### src/rtl/fsm_moore_seq_counter_if.sv
// Button/LED bundle for fsm_moore_seq_counter: board-side buttons in, LED bank and status out.
interface fsm_moore_seq_counter_if #(
    parameter int CNT_WIDTH = 4
);
    logic                 go_btn;
    logic                 pause_btn;
    logic                 dir;
    logic [CNT_WIDTH-1:0] led;
    logic                 done_sig;
    logic                 busy;

    modport master (
        output go_btn,
        output pause_btn,
        output dir,
        input  led,
        input  done_sig,
        input  busy
    );

    modport slave (
        input  go_btn,
        input  pause_btn,
        input  dir,
        output led,
        output done_sig,
        output busy
    );
endinterface

### src/rtl/fsm_moore_seq_counter.sv
// Tick-paced Moore up/down LED counter running N_LOOPS passes with pause/resume.
// Optional macro FSM_AUTO_RESTART_EN: a go seen in DONE restarts the run without passing IDLE.
module fsm_moore_seq_counter #(
    parameter int CLK_DIV   = 2000000,
    parameter int CNT_WIDTH = 4,
    parameter int MAX_COUNT = 15,
    parameter int N_LOOPS   = 1
) (
    input  logic                    clk,
    input  logic                    rst_btn,
    fsm_moore_seq_counter_if.slave  bus
);
    localparam int DIV_W  = (CLK_DIV > 1) ? $clog2(CLK_DIV) : 1;
    localparam int LOOP_W = (N_LOOPS > 1) ? $clog2(N_LOOPS) : 1;

    localparam logic [DIV_W-1:0]     DIV_LAST  = DIV_W'(CLK_DIV - 1);
    localparam logic [DIV_W-1:0]     DIV_ZERO  = {DIV_W{1'b0}};
    localparam logic [DIV_W-1:0]     DIV_ONE   = DIV_W'(1);
    localparam logic [LOOP_W-1:0]    LOOP_LAST = LOOP_W'(N_LOOPS - 1);
    localparam logic [LOOP_W-1:0]    LOOP_ZERO = {LOOP_W{1'b0}};
    localparam logic [LOOP_W-1:0]    LOOP_ONE  = LOOP_W'(1);
    localparam logic [CNT_WIDTH-1:0] CNT_MAX   = CNT_WIDTH'(MAX_COUNT);
    localparam logic [CNT_WIDTH-1:0] CNT_ZERO  = {CNT_WIDTH{1'b0}};
    localparam logic [CNT_WIDTH-1:0] CNT_ONE   = CNT_WIDTH'(1);

    typedef enum logic [1:0] {
        S_IDLE     = 2'd0,
        S_COUNTING = 2'd1,
        S_PAUSED   = 2'd2,
        S_DONE     = 2'd3
    } state_t;

    logic [1:0]           go_sync_r;
    logic [1:0]           pause_sync_r;
    logic [DIV_W-1:0]     div_r;
    state_t               state_r;
    logic [CNT_WIDTH-1:0] led_r;
    logic [LOOP_W-1:0]    loop_r;
    logic                 dir_r;
    logic                 done_r;
    logic                 busy_r;

    logic                 go_s;
    logic                 pause_s;
    logic                 tick_s;
    state_t               state_s;
    logic [CNT_WIDTH-1:0] led_s;
    logic [LOOP_W-1:0]    loop_s;
    logic                 dir_s;
    logic [CNT_WIDTH-1:0] start_s;
    logic [CNT_WIDTH-1:0] term_s;
    logic [CNT_WIDTH-1:0] start_new_s;

    // Two-flop synchronisers for the inverted (active-high) button requests.
    always_ff @(posedge clk or negedge rst_btn) begin
        if (!rst_btn) begin
            go_sync_r    <= 2'b00;
            pause_sync_r <= 2'b00;
        end else begin
            go_sync_r    <= {go_sync_r[0], ~bus.go_btn};
            pause_sync_r <= {pause_sync_r[0], ~bus.pause_btn};
        end
    end

    assign go_s    = go_sync_r[1];
    assign pause_s = pause_sync_r[1];

    // Free-running tick divider; tick is a clk-domain enable, never a clock.
    always_ff @(posedge clk or negedge rst_btn) begin
        if (!rst_btn) begin
            div_r <= DIV_ZERO;
        end else if (div_r == DIV_LAST) begin
            div_r <= DIV_ZERO;
        end else begin
            div_r <= div_r + DIV_ONE;
        end
    end

    assign tick_s = (div_r == DIV_LAST);

    // Start/terminal values for the latched direction, and start value for a fresh latch.
    always_comb begin
        start_s     = CNT_ZERO;
        term_s      = CNT_MAX;
        start_new_s = CNT_ZERO;
        if (dir_r) begin
            start_s = CNT_MAX;
            term_s  = CNT_ZERO;
        end else begin
            start_s = CNT_ZERO;
            term_s  = CNT_MAX;
        end
        if (bus.dir) begin
            start_new_s = CNT_MAX;
        end else begin
            start_new_s = CNT_ZERO;
        end
    end

    // Next-state and next-count logic; pause outranks the terminal check, which outranks the step.
    always_comb begin
        state_s = state_r;
        led_s   = led_r;
        loop_s  = loop_r;
        dir_s   = dir_r;
        case (state_r)
            S_IDLE: begin
                led_s = CNT_ZERO;
                if (go_s) begin
                    dir_s   = bus.dir;
                    led_s   = start_new_s;
                    loop_s  = LOOP_ZERO;
                    state_s = S_COUNTING;
                end else begin
                    state_s = S_IDLE;
                end
            end
            S_COUNTING: begin
                if (pause_s) begin
                    state_s = S_PAUSED;
                end else if ((led_r == term_s) && (loop_r == LOOP_LAST)) begin
                    state_s = S_DONE;
                    led_s   = CNT_ZERO;
                end else if (led_r == term_s) begin
                    led_s  = start_s;
                    loop_s = loop_r + LOOP_ONE;
                end else if (dir_r) begin
                    led_s = led_r - CNT_ONE;
                end else begin
                    led_s = led_r + CNT_ONE;
                end
            end
            S_PAUSED: begin
                if (pause_s) begin
                    state_s = S_PAUSED;
                end else begin
                    state_s = S_COUNTING;
                end
            end
            S_DONE: begin
`ifdef FSM_AUTO_RESTART_EN
                if (go_s) begin
                    dir_s   = bus.dir;
                    led_s   = start_new_s;
                    loop_s  = LOOP_ZERO;
                    state_s = S_COUNTING;
                end else begin
                    led_s   = CNT_ZERO;
                    state_s = S_IDLE;
                end
`else
                led_s   = CNT_ZERO;
                state_s = S_IDLE;
`endif
            end
            default: begin
                state_s = S_IDLE;
                led_s   = CNT_ZERO;
                loop_s  = LOOP_ZERO;
            end
        endcase
    end

    // State, count and Moore flags advance together, only on tick edges.
    always_ff @(posedge clk or negedge rst_btn) begin
        if (!rst_btn) begin
            state_r <= S_IDLE;
            led_r   <= CNT_ZERO;
            loop_r  <= LOOP_ZERO;
            dir_r   <= 1'b0;
            done_r  <= 1'b0;
            busy_r  <= 1'b0;
        end else if (tick_s) begin
            state_r <= state_s;
            led_r   <= led_s;
            loop_r  <= loop_s;
            dir_r   <= dir_s;
            done_r  <= (state_s == S_DONE);
            busy_r  <= (state_s == S_COUNTING) || (state_s == S_PAUSED);
        end
    end

    assign bus.led      = led_r;
    assign bus.done_sig = done_r;
    assign bus.busy     = busy_r;
endmodule

### src/flat_wrapper.sv
// flat-port wrapper written by rule: the top's interface ports become plain ports
module fsm_moore_seq_counter_flat 
#(
    parameter int CLK_DIV   = 2000000,
    parameter int CNT_WIDTH = 4,
    parameter int MAX_COUNT = 15,
    parameter int N_LOOPS   = 1
)
  (clk, rst_btn, bus_go_btn, bus_pause_btn, bus_dir, bus_led, bus_done_sig, bus_busy);
  fsm_moore_seq_counter_if #(.CNT_WIDTH(CNT_WIDTH)) bus_i ();
  input  logic clk;
  input  logic rst_btn;
  input wire logic [$bits(bus_i.go_btn)-1:0] bus_go_btn;
  input wire logic [$bits(bus_i.pause_btn)-1:0] bus_pause_btn;
  input wire logic [$bits(bus_i.dir)-1:0] bus_dir;
  output wire logic [$bits(bus_i.led)-1:0] bus_led;
  output wire logic [$bits(bus_i.done_sig)-1:0] bus_done_sig;
  output wire logic [$bits(bus_i.busy)-1:0] bus_busy;
  assign bus_i.go_btn = bus_go_btn;
  assign bus_i.pause_btn = bus_pause_btn;
  assign bus_i.dir = bus_dir;
  assign bus_led = bus_i.led;
  assign bus_done_sig = bus_i.done_sig;
  assign bus_busy = bus_i.busy;
  fsm_moore_seq_counter #(.CLK_DIV(CLK_DIV), .CNT_WIDTH(CNT_WIDTH), .MAX_COUNT(MAX_COUNT), .N_LOOPS(N_LOOPS)) u_core (.clk(clk), .rst_btn(rst_btn), .bus(bus_i));
endmodule
### config.mk
export PLATFORM = sky130hd
export DESIGN_NAME = fsm_moore_seq_counter_flat
export DESIGN_NICKNAME = d
export VERILOG_FILES = /design/src/rtl/fsm_moore_seq_counter_if.sv /design/src/rtl/fsm_moore_seq_counter.sv /design/src/flat_wrapper.sv
export SDC_FILE = /design/constraint.sdc
export NUM_CORES = 1
export LEC_CHECK = 0
export ABC_AREA = 1
export CORE_MARGIN = 4
export CORE_UTILIZATION = 50
export DETAILED_ROUTE_END_ITERATION = 10
export PLACE_DENSITY = 0.74
export SETUP_SLACK_MARGIN = 0.2
export SLEW_MARGIN = 0
export SYNTH_ARGS = -nofsm -noshare
export SYNTH_HDL_FRONTEND = slang
export SYNTH_SLANG_ARGS = --single-unit
### constraint.sdc
create_clock -name clk -period 3.9 [get_ports clk]
set_input_delay 0.585 -clock clk [delete_from_list [all_inputs] [get_ports clk]]
set_output_delay 0.585 -clock clk [all_outputs]
set_load 0.1 [all_outputs]
==> summary.txt <==
Clock tree
  – CTS tree: built
  – Clk Latency, worst-skew pair: 0.29 ns
  – Post-CTS Setup Bufs: 0
  – Worst-path clk slew: 0.07 ns
  – CTS Root Cell: clkbuf_8
  – Longest Clk Path Bufs: 2
  – CTS Hold Buffers Added: 0
  – CTS H-Tree Depth: 2
  – Post_cts resized: 0
  – Total CTS buffers: 5
  – CTS sink cnt: 35

Final layout
  – Layout cell share with drive strength beyond 1: 7.285%
  – Final instance area: 2312 um^2
  – Final #Nets: 311
  – Fillers: 398
  – Area grow syn2layout: 10.92%
  – Register Area: 875.8 um^2
  – Diode count: 0
  – Area of the multi-input gates: 1005 um^2

Setup path
  – Arr. time, crit path: 1.91 ns
  – CP endpoint kind: primary output
  – CP max FO: 6
  – CP Buf/Inv Count: 1
  – Delay-heaviest family, CP: buffers and inverters
  – R2R Setup Slk: 2.03 ns
  – Worst Path Required: 3.31 ns
  – Slowest cell on the critical path: clkdlybuf4s50_1
  – Ordered cell list for the critical path: clkdlybuf4s50_1
  – CP Class: register to primary output
  – Peak per-stage delay on the critical path: 1.17 ns
  – CP Launch Type: register

Global routing
  – Number of global-route vias before repair: 1674
  – GRT Total Usage: 18.71%
  – First-pass GRT wire length: 7659 um
  – Initial antenna violation count: 0
  – Congestion Overflow GR: 0
  – Largest net degree at the start of global routing: 36

STA
  – Final setup viols: 0
  – Total Neg Setup Slack: 0 ns
  – Fin. Hold Viols: 0
  – Post-layout min period: 2.497 ns
  – Tightest Pin Transition: 0.9782 ns
  – Tcrit/Tclk final: 64.02%
  – Max-slew violations: 0
  – Clock skew: 0.007610 ns
  – RSZ-0062 raised after global routing: no
  – PnR worst setup slack: 1.403 ns
  – Max-slew headroom: 34.58%
  – Fmax: 400.5 MHz

Floorplan
  – Cell Rows: 23
  – Die height: 72.57 um
  – Core ar.: 4029 um^2
  – I/O pins: 11
  – Initial Util: 51.74%
  – Die area: 5266 um^2
  – Die X: 72.57 um

Place
  – Hpwl dp: 3323 um
  – PortBufs: 10
  – Dpl ws: 1.725 ns
  – Final Wtd Congestion: 0.8603
  – DP Area: 2231 um^2

Logic synthesis
  – Synthesized area: 2084 um^2
  – #FFs+latches synth: 35
  – Most frequent cell after synthesis: nand2_1
  – EDFF count, synth: 0
  – Synth top area share: 42.02%
  – Yosys warns: 0
  – Synth top area cells: dfrtp_1, nand2_1, inv_1, nor2_1, nand3_1
  – Largest area contributor in the netlist: dfrtp_1
  – Post-synthesis sequential area ratio: 42.02%
  – Mapped Avg Cell Area: 7.314 um^2
  – Syn_nets: 295
  – Post-synthesis async set-or-reset flop share: 100.0%
  – Synth top cells by count: nand2_1, inv_1, dfrtp_1
  – Number of distinct library cells after synthesis: 28
  – Syn Inst Count: 285
  – Post-synth top flop: dfrtp_1

Detailed routing
  – Number of vias per cell: 5.131
  – Via count: 1806
  – WL/cell: 12.37 um
  – DRT iter0 DRCs: 135
  – Routed WL: 4354 um
  – First drt pass iteration count: 4
  – Drt drc: 0
  – ANT nets after route: 0

Pwr
  – VDD IR max: 0.0001995 V
  – PD cells: 275.8 nW/um^2
  – LEAKAGE: 1.175 nW

Worst hold path
  – Hold Crit Class: primary input to asynchronous set/reset pin

Run status
  – Outcome: finished, final reports clean

Flow run
  – MaxCap Viol Count: 0
flip-flops by register name, summed over array words and instances (netlist names):
register / cells
u_core.bus.busy: 1
u_core.bus.done_sig: 1
u_core.bus.led: 4
u_core.dir_r: 1
u_core.div_r: 21
u_core.go_sync_r: 2
u_core.loop_r: 1
u_core.pause_sync_r: 2
u_core.state_r: 2
power breakdown:
part	switching (W)	internal, W
clock network	0.000131	0.000125
registers	0.000000981	0.000365
logic	0.0000104	0.00000479
cells in the final DEF, fill, tap and decap left out, types with 2 or more instances in the layout:
cell type        count
a21oi_1              3
clkbuf_1             2
clkbuf_8             5
clkdlybuf4s50_1      9
clkinv_2             2
dfrtp_1             35
ha_1                 4
inv_1               49
nand2_1             84
nand2_2              4
nand3_1             22
nand4_1              8
nor2_1              33
nor2_2               2
nor3_1               9
nor3_2               3
o21ai_0              6
xor2_1               9
per-layer routing:
metal | wire [um] | vias to the layer above | global-route usage, %
met4 | 84 | 0 | 6.967
met2 | 1935 | 42 | 28.06
li1 | - | 916 | -
met3 | 188 | 8 | 3.878
met5 | 0 | - | 0
met1 | 2145 | 840 | 26.72
cell families after synthesis:
logic type      Yosys count  share of synthesized area (%)
xor+xnor                  9                          3.782
simple gates            172                          37.76
buf+inv                  52                          9.784
compound gates           12                          3.302
fa+ha+maj                 5                          3.361
flops                    35                          42.02
area by class of cell:
class | count | share of cell area, %
inverters | 51 | 8.333
clock inverters | 1 | 0.2164
flip-flops and latches | 35 | 37.88
multi-input cells | 198 | 43.45
clock buffers | 7 | 3.301
repair buffers | 10 | 4.113
well taps | 50 | 2.706
stage by stage:
stage	util (%)	cells	power, W	hold WS [ns]
finish	57.39	352	0.0006377	0.3561
global route	57.39	352	0.0006597	0.3692
CTS	57.39	352	0.0006426	0.3587
detailed placement	55.37	344	0.0003887	0.3428
global placement	55.37	344	0.0003884	0.3339
floorplan	-	285	0.0003767	0.2894
final timing paths:
check                                      end  depth (start not counted)                 from
min in group clk           u_core.go_sync_r[1]                          0  u_core.go_sync_r[0]
hold / removal                 u_core.div_r[3]                          1              rst_btn
max in group asynchronous     u_core.div_r[10]                          1              rst_btn
setup reg to reg               u_core.bus.busy                         10         u_core.dir_r
hold reg to reg            u_core.go_sync_r[1]                          0  u_core.go_sync_r[0]
setup / recovery                    bus_led[0]                          1    u_core.bus.led[0]
(Power assumes the default switching activity.)
